--- src/rtl/memory_stage_pkg.sv ---
// memory_stage_pkg: shared bus types (common) and pipeline records (pipes) for the MEM stage.
// pipes::memory_data_t gains a misalign flag when MEM_MISALIGN_TRAP_EN is defined.
package common;
  localparam int XLEN = 64;
  localparam int STRB_W = XLEN / 8;
  typedef enum logic [1:0] {MSIZE1 = 2'd0, MSIZE2 = 2'd1, MSIZE4 = 2'd2, MSIZE8 = 2'd3} msize_t;
  typedef struct packed {
    logic valid;
    logic [XLEN-1:0] addr;
    msize_t size;
    logic [STRB_W-1:0] strobe;
    logic [XLEN-1:0] data;
  } dbus_req_t;
  typedef struct packed {
    logic addr_ok;
    logic data_ok;
    logic [XLEN-1:0] data;
  } dbus_resp_t;
endpackage

package pipes;
  import common::*;
  typedef struct packed {
    logic memread;
    logic memwrite;
    msize_t msize;
    logic mem_unsigned;
  } mem_ctl_t;
  typedef struct packed {
    logic [XLEN-1:0] pc;
    logic [31:0] instr;
    mem_ctl_t ctl;
    logic [XLEN-1:0] aluResult;
    logic [XLEN-1:0] rs2Data;
    logic [4:0] dst;
    logic regwrite;
  } execute_data_t;
  typedef struct packed {
    logic [XLEN-1:0] pc;
    logic [31:0] instr;
    logic [4:0] dst;
    logic regwrite;
    logic [XLEN-1:0] result;
    logic valid;
`ifdef MEM_MISALIGN_TRAP_EN
    logic misalign;
`endif
  } memory_data_t;
  typedef enum logic [1:0] {IDLE, BUSY, DONE} mem_state_t;
endpackage

--- src/rtl/memory_stage_if.sv ---
// memory_stage_if: data bus request/response bundle between the MEM stage and memory.
interface memory_stage_if;
  import common::*;
  dbus_req_t dreq;
  dbus_resp_t dresp;
  modport master(output dreq, input dresp);
  modport slave(input dreq, output dresp);
endinterface

--- src/rtl/memory_stage_align.sv ---
// mem_align: store lane shift/strobe and load lane extract with sign/zero extension.
module mem_align
  import common::*;
#(
  parameter int XLEN = 64,
  parameter int STRB_W = XLEN / 8
) (
  input  logic [2:0] off,
  input  msize_t size,
  input  logic isUnsigned,
  input  logic write,
  input  logic [XLEN-1:0] storeRaw,
  input  logic [XLEN-1:0] loadRaw,
  output logic [XLEN-1:0] storeData,
  output logic [STRB_W-1:0] strobe,
  output logic [XLEN-1:0] loadData
);
  logic [XLEN-1:0] shifted;
  logic [STRB_W-1:0] base;
  assign storeData = storeRaw << {off, 3'b000};
  assign base = size == MSIZE4 ? STRB_W'(8'h0F) : size == MSIZE2 ? STRB_W'(8'h03) : STRB_W'(8'h01);
  assign strobe = !write ? '0 : size == MSIZE8 ? '1 : base << off;
  assign shifted = loadRaw >> {off, 3'b000};
  assign loadData = size == MSIZE1 ? {{(XLEN-8){~isUnsigned & shifted[7]}}, shifted[7:0]} :
                    size == MSIZE2 ? {{(XLEN-16){~isUnsigned & shifted[15]}}, shifted[15:0]} :
                    size == MSIZE4 ? {{(XLEN-32){~isUnsigned & shifted[31]}}, shifted[31:0]} :
                    shifted;
endmodule

--- src/rtl/memory_stage.sv ---
// memory_stage: RV64 MEM stage issuing data-bus loads/stores and stalling until data_ok.
// Define MEM_MISALIGN_TRAP_EN to turn misaligned accesses into a flagged, request-free pass-through.
module memory_stage
  import common::*, pipes::*;
#(
  parameter int XLEN = 64,
  parameter int STRB_W = XLEN / 8
) (
  input  logic clk,
  input  logic reset,
  input  execute_data_t dataE,
  input  logic in_valid,
  input  logic advance,
  memory_stage_if.master dbus,
  output memory_data_t dataM,
  output logic stallM
);
  mem_state_t state;
  logic [XLEN-1:0] resultQ, loadData, storeData, completeVal;
  logic [STRB_W-1:0] strobe;
  logic misAligned, isMem, reqValid, dataOk;
`ifdef MEM_MISALIGN_TRAP_EN
  assign misAligned = in_valid && (dataE.ctl.memread || dataE.ctl.memwrite) &&
    (dataE.ctl.msize == MSIZE2 ? dataE.aluResult[0] :
     dataE.ctl.msize == MSIZE4 ? |dataE.aluResult[1:0] :
     dataE.ctl.msize == MSIZE8 ? |dataE.aluResult[2:0] : 1'b0);
`else
  assign misAligned = 1'b0;
`endif
  assign isMem = in_valid && (dataE.ctl.memread || dataE.ctl.memwrite) && !misAligned;
  assign reqValid = (state == IDLE && isMem) || state == BUSY;
  assign stallM = reqValid;
  assign dataOk = reqValid && dbus.dresp.data_ok;
  assign completeVal = dataE.ctl.memread ? loadData : dataE.aluResult;
  mem_align #(.XLEN(XLEN), .STRB_W(STRB_W)) u_align (
    .off(dataE.aluResult[2:0]),
    .size(dataE.ctl.msize),
    .isUnsigned(dataE.ctl.mem_unsigned),
    .write(dataE.ctl.memwrite),
    .storeRaw(dataE.rs2Data),
    .loadRaw(dbus.dresp.data),
    .storeData(storeData),
    .strobe(strobe),
    .loadData(loadData)
  );
  assign dbus.dreq = '{valid: reqValid, addr: dataE.aluResult, size: dataE.ctl.msize,
                       strobe: strobe, data: storeData};
  always_ff @(posedge clk) begin
    if (reset) begin
      state <= IDLE;
      resultQ <= '0;
    end else begin
      if (dataOk) resultQ <= completeVal;
      state <= state == IDLE ? (isMem ? (dbus.dresp.data_ok ? DONE : BUSY) : IDLE) :
               state == BUSY ? (dbus.dresp.data_ok ? DONE : BUSY) :
               (advance ? IDLE : DONE);
    end
  end
  always_comb begin
    dataM = '0;
    dataM.pc = dataE.pc;
    dataM.instr = dataE.instr;
    dataM.dst = dataE.dst;
    dataM.regwrite = dataE.regwrite && !misAligned;
    dataM.result = state == DONE ? resultQ : dataE.aluResult;
    dataM.valid = state == DONE || (in_valid && !stallM);
`ifdef MEM_MISALIGN_TRAP_EN
    dataM.misalign = misAligned;
`endif
  end
endmodule

--- src/flat_wrapper.sv ---
// flat-port wrapper written by rule: the top's interface ports become plain ports
module memory_stage_flat import common::*, pipes::*;
#(
  parameter int XLEN = 64,
  parameter int STRB_W = XLEN / 8
)
  (clk, reset, dataE, in_valid, advance, dataM, stallM, dbus_dreq, dbus_dresp);
  memory_stage_if dbus_i ();
  input  logic clk;
  input  logic reset;
  input  execute_data_t dataE;
  input  logic in_valid;
  input  logic advance;
  output memory_data_t dataM;
  output logic stallM;
  output wire logic [$bits(dbus_i.dreq)-1:0] dbus_dreq;
  input wire logic [$bits(dbus_i.dresp)-1:0] dbus_dresp;
  assign dbus_dreq = dbus_i.dreq;
  assign dbus_i.dresp = dbus_dresp;
  memory_stage #(.XLEN(XLEN), .STRB_W(STRB_W)) u_core (.clk(clk), .reset(reset), .dataE(dataE), .in_valid(in_valid), .advance(advance), .dbus(dbus_i), .dataM(dataM), .stallM(stallM));
endmodule
--- config.mk ---
export PLATFORM = sky130hd
export DESIGN_NAME = memory_stage_flat
export DESIGN_NICKNAME = d
export VERILOG_FILES = /design/src/rtl/memory_stage_pkg.sv /design/src/rtl/memory_stage_if.sv /design/src/rtl/memory_stage_align.sv /design/src/rtl/memory_stage.sv /design/src/flat_wrapper.sv
export SDC_FILE = /design/constraint.sdc
export NUM_CORES = 1
export LEC_CHECK = 0
export CORE_AREA = 2 2 238 240
export DETAILED_ROUTE_END_ITERATION = 16
export DIE_AREA = 0 0 240 242
export HOLD_SLACK_MARGIN = 0.06
export PLACE_DENSITY = 0.56
export SYNTH_ARGS = -nofsm -noshare
export SYNTH_HDL_FRONTEND = slang
export SYNTH_HIERARCHICAL = 1
export SYNTH_SLANG_ARGS = --single-unit
--- constraint.sdc ---
create_clock -name clk -period 2.28 [get_ports clk]
set_input_delay 0.342 -clock clk [delete_from_list [all_inputs] [get_ports clk]]
set_output_delay 0.342 -clock clk [all_outputs]
set_load 0.01 [all_outputs]
* Yosys cells after proc, flatten, opt, wreduce, memory -nomap -nowiden
Cells that the tools add are included.
Operators by class: equal/unequal tests 5, shifts and indexed selects 3, mux-type cells 14, bitwise gates (word level) 4, reduce and logical (&&, ||, !) cells 10
Operators with widths (number):
- $mux W64 | 5
- $shl A64 B6 Y64 | 1
- $shr A64 B6 Y64 | 1
- $mux W8 | 2
- $mux W2 | 6
- $shl A4 B3 Y8 | 1
- $eq A2 B2 Y1 const B | 3
- $eq A2 B1 Y1 const B | 2
- $logic_and A1 B1 Y1 | 4
- $logic_not A2 Y1 | 2
- $mux W4 | 1
- $and A1 B1 Y1 | 3
- $logic_or A1 B1 Y1 | 3
- $logic_not A1 Y1 | 1
- $not A1 Y1 | 1
Word-level totals: register bits 66, bits of input ports 305, output and inout port bits 307, word-level logic and storage cells 38

* Longest topological paths before layout
word-level depth 7, mapped depth 11, depth with buffers taken out 9

* Cells and area by module
Netlist, hierarchy kept.
By module, submodules not included:
- memory_stage | times used 1, cells an instance 688, area each 6209.7 um2, sequential area each 1321.3 um2
- mem_align | times used 1, cells an instance 608, area each 4140.2 um2, sequential area each 0.0 um2

* Worst setup path before layout
OpenSTA, ideal clock, no wires.
path type input-to-reg, from input dataE[70] (netlist bit), to register u_core.resultQ[16], library setup time 0.146 ns, data arrival time 2.174 ns, required time 2.134 ns, setup slack -0.041 ns, stages 10, path buffers 2, cells stage by stage buf_6 -> mux4_2 -> and2_4 -> o21ai_4 -> and2_4 -> buf_6 -> o21ai_0 -> mux2_4 -> a211oi_2 -> a211oi_2
Between the ends: cells in the longest elaborated chain, start to end 5, elaborated cells on any way between the ends 7
RTL lines:
- start: declaration | line flat_wrapper.sv:11 | input execute_data_t dataE;
- $shr A64 B6 Y64 (*) | line memory_stage_align.sv:23 | assign shifted = loadRaw >> {off, 3'b000};
- $mux W64 or $and A1 B1 Y1 (tied branches) | line memory_stage_align.sv:26, memory_stage_align.sv:25
- $mux W64 | line memory_stage_align.sv:25 | size == MSIZE2 ? {{(XLEN-16){~isUnsigned & shifted[15]}}, shifted[15:0]} :
- $mux W64 (*) | line memory_stage_align.sv:24 | assign loadData = size == MSIZE1 ? {{(XLEN-8){~isUnsigned & shifted[7]}}, shifted[7:0]} :
- net u_core.loadData[16] | line memory_stage.sv:19 | logic [XLEN-1:0] resultQ, loadData, storeData, completeVal;
- $mux W64 (*) | line memory_stage.sv:34 | assign completeVal = dataE.ctl.memread ? loadData : dataE.aluResult;
- end signal: assignment | line memory_stage.sv:53 | if (dataOk) resultQ <= completeVal;
- end: declaration | line memory_stage.sv:19
Mark *: on every way through the listed nets, which the timed path passes. The rest lies on a longest branch. A chain may end at the register's enable or synchronous reset.

* Worst setup path after layout
from input dbus_dresp[60], to register u_core.resultQ[36]
Between the ends: cells in the longest elaborated chain, start to end 5
RTL lines:
- start: declaration | line flat_wrapper.sv:17 | input wire logic [$bits(dbus_i.dresp)-1:0] dbus_dresp;
- $shr A64 B6 Y64 | line memory_stage_align.sv:23
- $mux W64 | line memory_stage_align.sv:26 | size == MSIZE4 ? {{(XLEN-32){~isUnsigned & shifted[31]}}, shifted[31:0]} :
- $mux W64 | line memory_stage_align.sv:25
- $mux W64 | line memory_stage_align.sv:24
- net u_core.loadData[36] | line memory_stage.sv:19
- $mux W64 | line memory_stage.sv:34
The timed path passes the listed nets, and every way through them passes these cells.

==> reports/summary.txt <==
status -> completed
fmax -> 445 MHz
CP Max Fanout -> 4
cell taking the most area after synthesis -> buf_4
H-tree depth -> 3
syn_area_per_cell -> 7.99 um2
Final HPWL DP -> 42.5 mm
WL final -> 52.0 mm
Hold Buf Count CTS -> 0
Seq/Total Area, Yosys -> 0.128
PwrDens -> 381 nW/um2
crit path time final -> 2.25 ns
Post-Route Utilization -> 0.288
flops & latches, synth -> 66
CP Data Required Time -> 2.54 ns
Area after DPL -> 15300 um2
critical path class -> input port to flop
CP endpoint kind -> flop
die width -> 240 um
initial antenna violation count -> 27
Routed wire per std cell -> 21.4 um
Worst IR Drop VDD -> 0.307 mV
FF-to-FF End -> u_core/resultQ[22]$_SDFFE_PP0P_
CP endpoint -> u_core/resultQ[36]$_SDFFE_PP0P_
CTS clk-pin slew, worst paths -> 0.06 ns
predominant post-synthesis flop cell -> dfxtp_1
CP Launch Point -> dbus_dresp[60]
IO Pins -> 612
Leak -> 6.74 nW
final std cells w/o fill -> 2429
synth top area cells -> buf_4, dfxtp_1, a211oi_2, mux2i_1, mux2_4
Initial Util -> 0.186
dpl cells -> 2385
Final period util -> 0.985
Synth Net Count -> 1606
DRC -> 0
cell count of the worst reg-to-reg path -> 4
Core Area -> 55700 um2
CTS Buf Count -> 9
IO buf count -> 406
Mapped Cells -> 1296
Design Area, Final -> 16000 um2
CP Launch Type -> input port
Post-synth EDFFs -> 0
vias in the first global route -> 10.9k
R2R Path Start -> u_core/state[0]$_SDFF_PP0_
Rows -> 87
first-pass GRT wire length -> 73.7 mm
Layout area overhead -> 55.0%
CTS tree -> yes
# clock sinks -> 66
via/cell ratio -> 4.51
layout cells sized above 1 -> 0.314
setup violators final -> 0
max-cap viol count -> 0
post-synth top area share -> 0.129
Synthesis Warnings -> 6
Post-synth ARST share -> 0
CP arrival -> 2.51 ns
RSZ-0062 raised after global routing -> true
Initial DRC Count -> 571
top cells by count, synth -> buf_4, o21ai_0, a211oi_2, mux2i_1, a21oi_1
largest net degree at the start of global routing -> 65
worst hold path type -> input port to flop
Worst R2R Setup Slack -> 0.87 ns
Worst Skew -> 0.00383 ns
area of the die -> 58100 um2
top-count cell post-synth -> buf_4
routability cong. -> 0.859
clk buf depth -> 2
Rel. slew slack -> 0.596
Worst-Skew Late Latency -> 0.34 ns
grt ovf -> 0
Root Driver -> clkbuf_16
antenna viol nets, final -> 0
Netlist cell types -> 47
Post-Syn Area -> 10300 um2
Initial DRT Pass Iterations -> 5
die height -> 242 um
Final Hold Fails -> 0
Slew Limit Fails -> 0
worst-margin pin slew -> 0.599 ns
Tot GR Track Use -> 0.172
Layout Nets -> 1964
via count -> 11.0k
==> through the flow <==
| stage | TNS [ns] | setup slack [ns] | power (W) | hold WS [ns] |
|---|---|---|---|---|
| 3_5_place_dp | -39.70 | -0.663 | 0.00460 | 0.458 |
| 6_report | 0 | 0.0339 | 0.00611 | 0.441 |
| 3_3_place_gp | -37.69 | -0.657 | 0.00458 | 0.456 |
| 4_1_cts | 0 | 0.00200 | 0.00615 | 0.423 |
| 5_1_grt | -0.0451 | -0.0241 | 0.00645 | 0.463 |
| 2_1_floorplan | -0.720 | -0.0269 | 0.00312 | 0.421 |
==> cell families after synthesis <==
logic type	share of synthesized area
simple gates	0.101
fa+ha+maj	0.00604
mux	0.247
compound gates	0.299
flops	0.128
buf+inv	0.219
==> cells in the final DEF, fill, tap and decap left out, drive strengths merged, types with 10 or more instances in the layout <==
master         netlist  final
clkbuf              38     12
mux2i               94     94
buf                255    240
mux4                17     17
o22ai               10     10
and2                19     19
a21oi               92     92
nor2                90     90
clkdlybuf4s50        0    285
dlymetal6s2s         0     18
o21ai              134    134
nand2b              12     12
dlygate4sd2          0     93
inv                 70     69
nor2b               12     12
mux2                93     93
dfxtp               66     66
nand2               89     89
diode                0     14
a211oi             142    142
==> sequential cells by signal (all words and copies together), names as in the netlist <==
signal          flops
u_core/resultQ     64
u_core/state        2
==> what timing repair did <==
action | CTS | global route
endpoints found under the hold margin | 0 | 0
endpoints found under the setup margin | 164 | 76
resized for setup | 139 | 67
gates cloned | 2 | 0
pin swaps | 5 | 4
setup buffers | 9 | 3
==> worst min-delay path by stage <==
| stage | startpoint | endpoint | slack [ns] | cells after the start |
|---|---|---|---|---|
| final | dataE[138] | u_core/state[0]$_SDFF_PP0_ | 0.44 | 3 |
| after global placement | u_core/resultQ[38]$_SDFFE_PP0P_ | u_core/resultQ[38]$_SDFFE_PP0P_ | 0.46 | 2 |
| after global routing | dataE[138] | u_core/state[0]$_SDFF_PP0_ | 0.46 | 3 |
| after floorplan | dbus_dresp[64] | u_core/state[0]$_SDFF_PP0_ | 0.42 | 1 |
| after detailed placement | u_core/resultQ[34]$_SDFFE_PP0P_ | u_core/resultQ[34]$_SDFFE_PP0P_ | 0.46 | 2 |
| after CTS | dataE[138] | u_core/state[0]$_SDFF_PP0_ | 0.42 | 3 |
==> per-layer routing <==
metal,global-route usage,part of all wire
met3,0.0408,0.066
met2,0.288,0.48
met4,0.0722,0.034
met5,0,0.0020
met1,0.209,0.41
==> area by class of cell <==
| cell class | count | area, um2 |
|---|---|---|
| tap | 756 | 946 |
| antenna | 14 | 35.0 |
| timing repair buffer | 640 | 6120 |
| fill | 6062 | 39700 |
| sequential | 66 | 1320 |
| clock inverter | 5 | 77.6 |
| inverter | 70 | 264 |
| clock buffer | 11 | 243 |
| multi-input combinational | 867 | 7030 |
==> power breakdown <==
part / internal [W] / total [W] / leakage [nW] / switching (W)
clock: 0.000984 / 0.00154 / 0.156 / 0.000556
combinational: 0.00169 / 0.00330 / 6.05 / 0.00161
sequential: 0.00125 / 0.00127 / 0.543 / 0.0000234
==> worst max-delay path, cell delays in order <==
cell	delay, ns
clkdlybuf4s50_1	0.58
mux2i_1	0.13
buf_4	0.14
a21oi_1	0.39
a21oi_1	0.18
o21ai_1	0.29
mux2_4	0.21
a211oi_2	0.03
a211oi_2	0.21
Power figures use the tool's default switching activity.
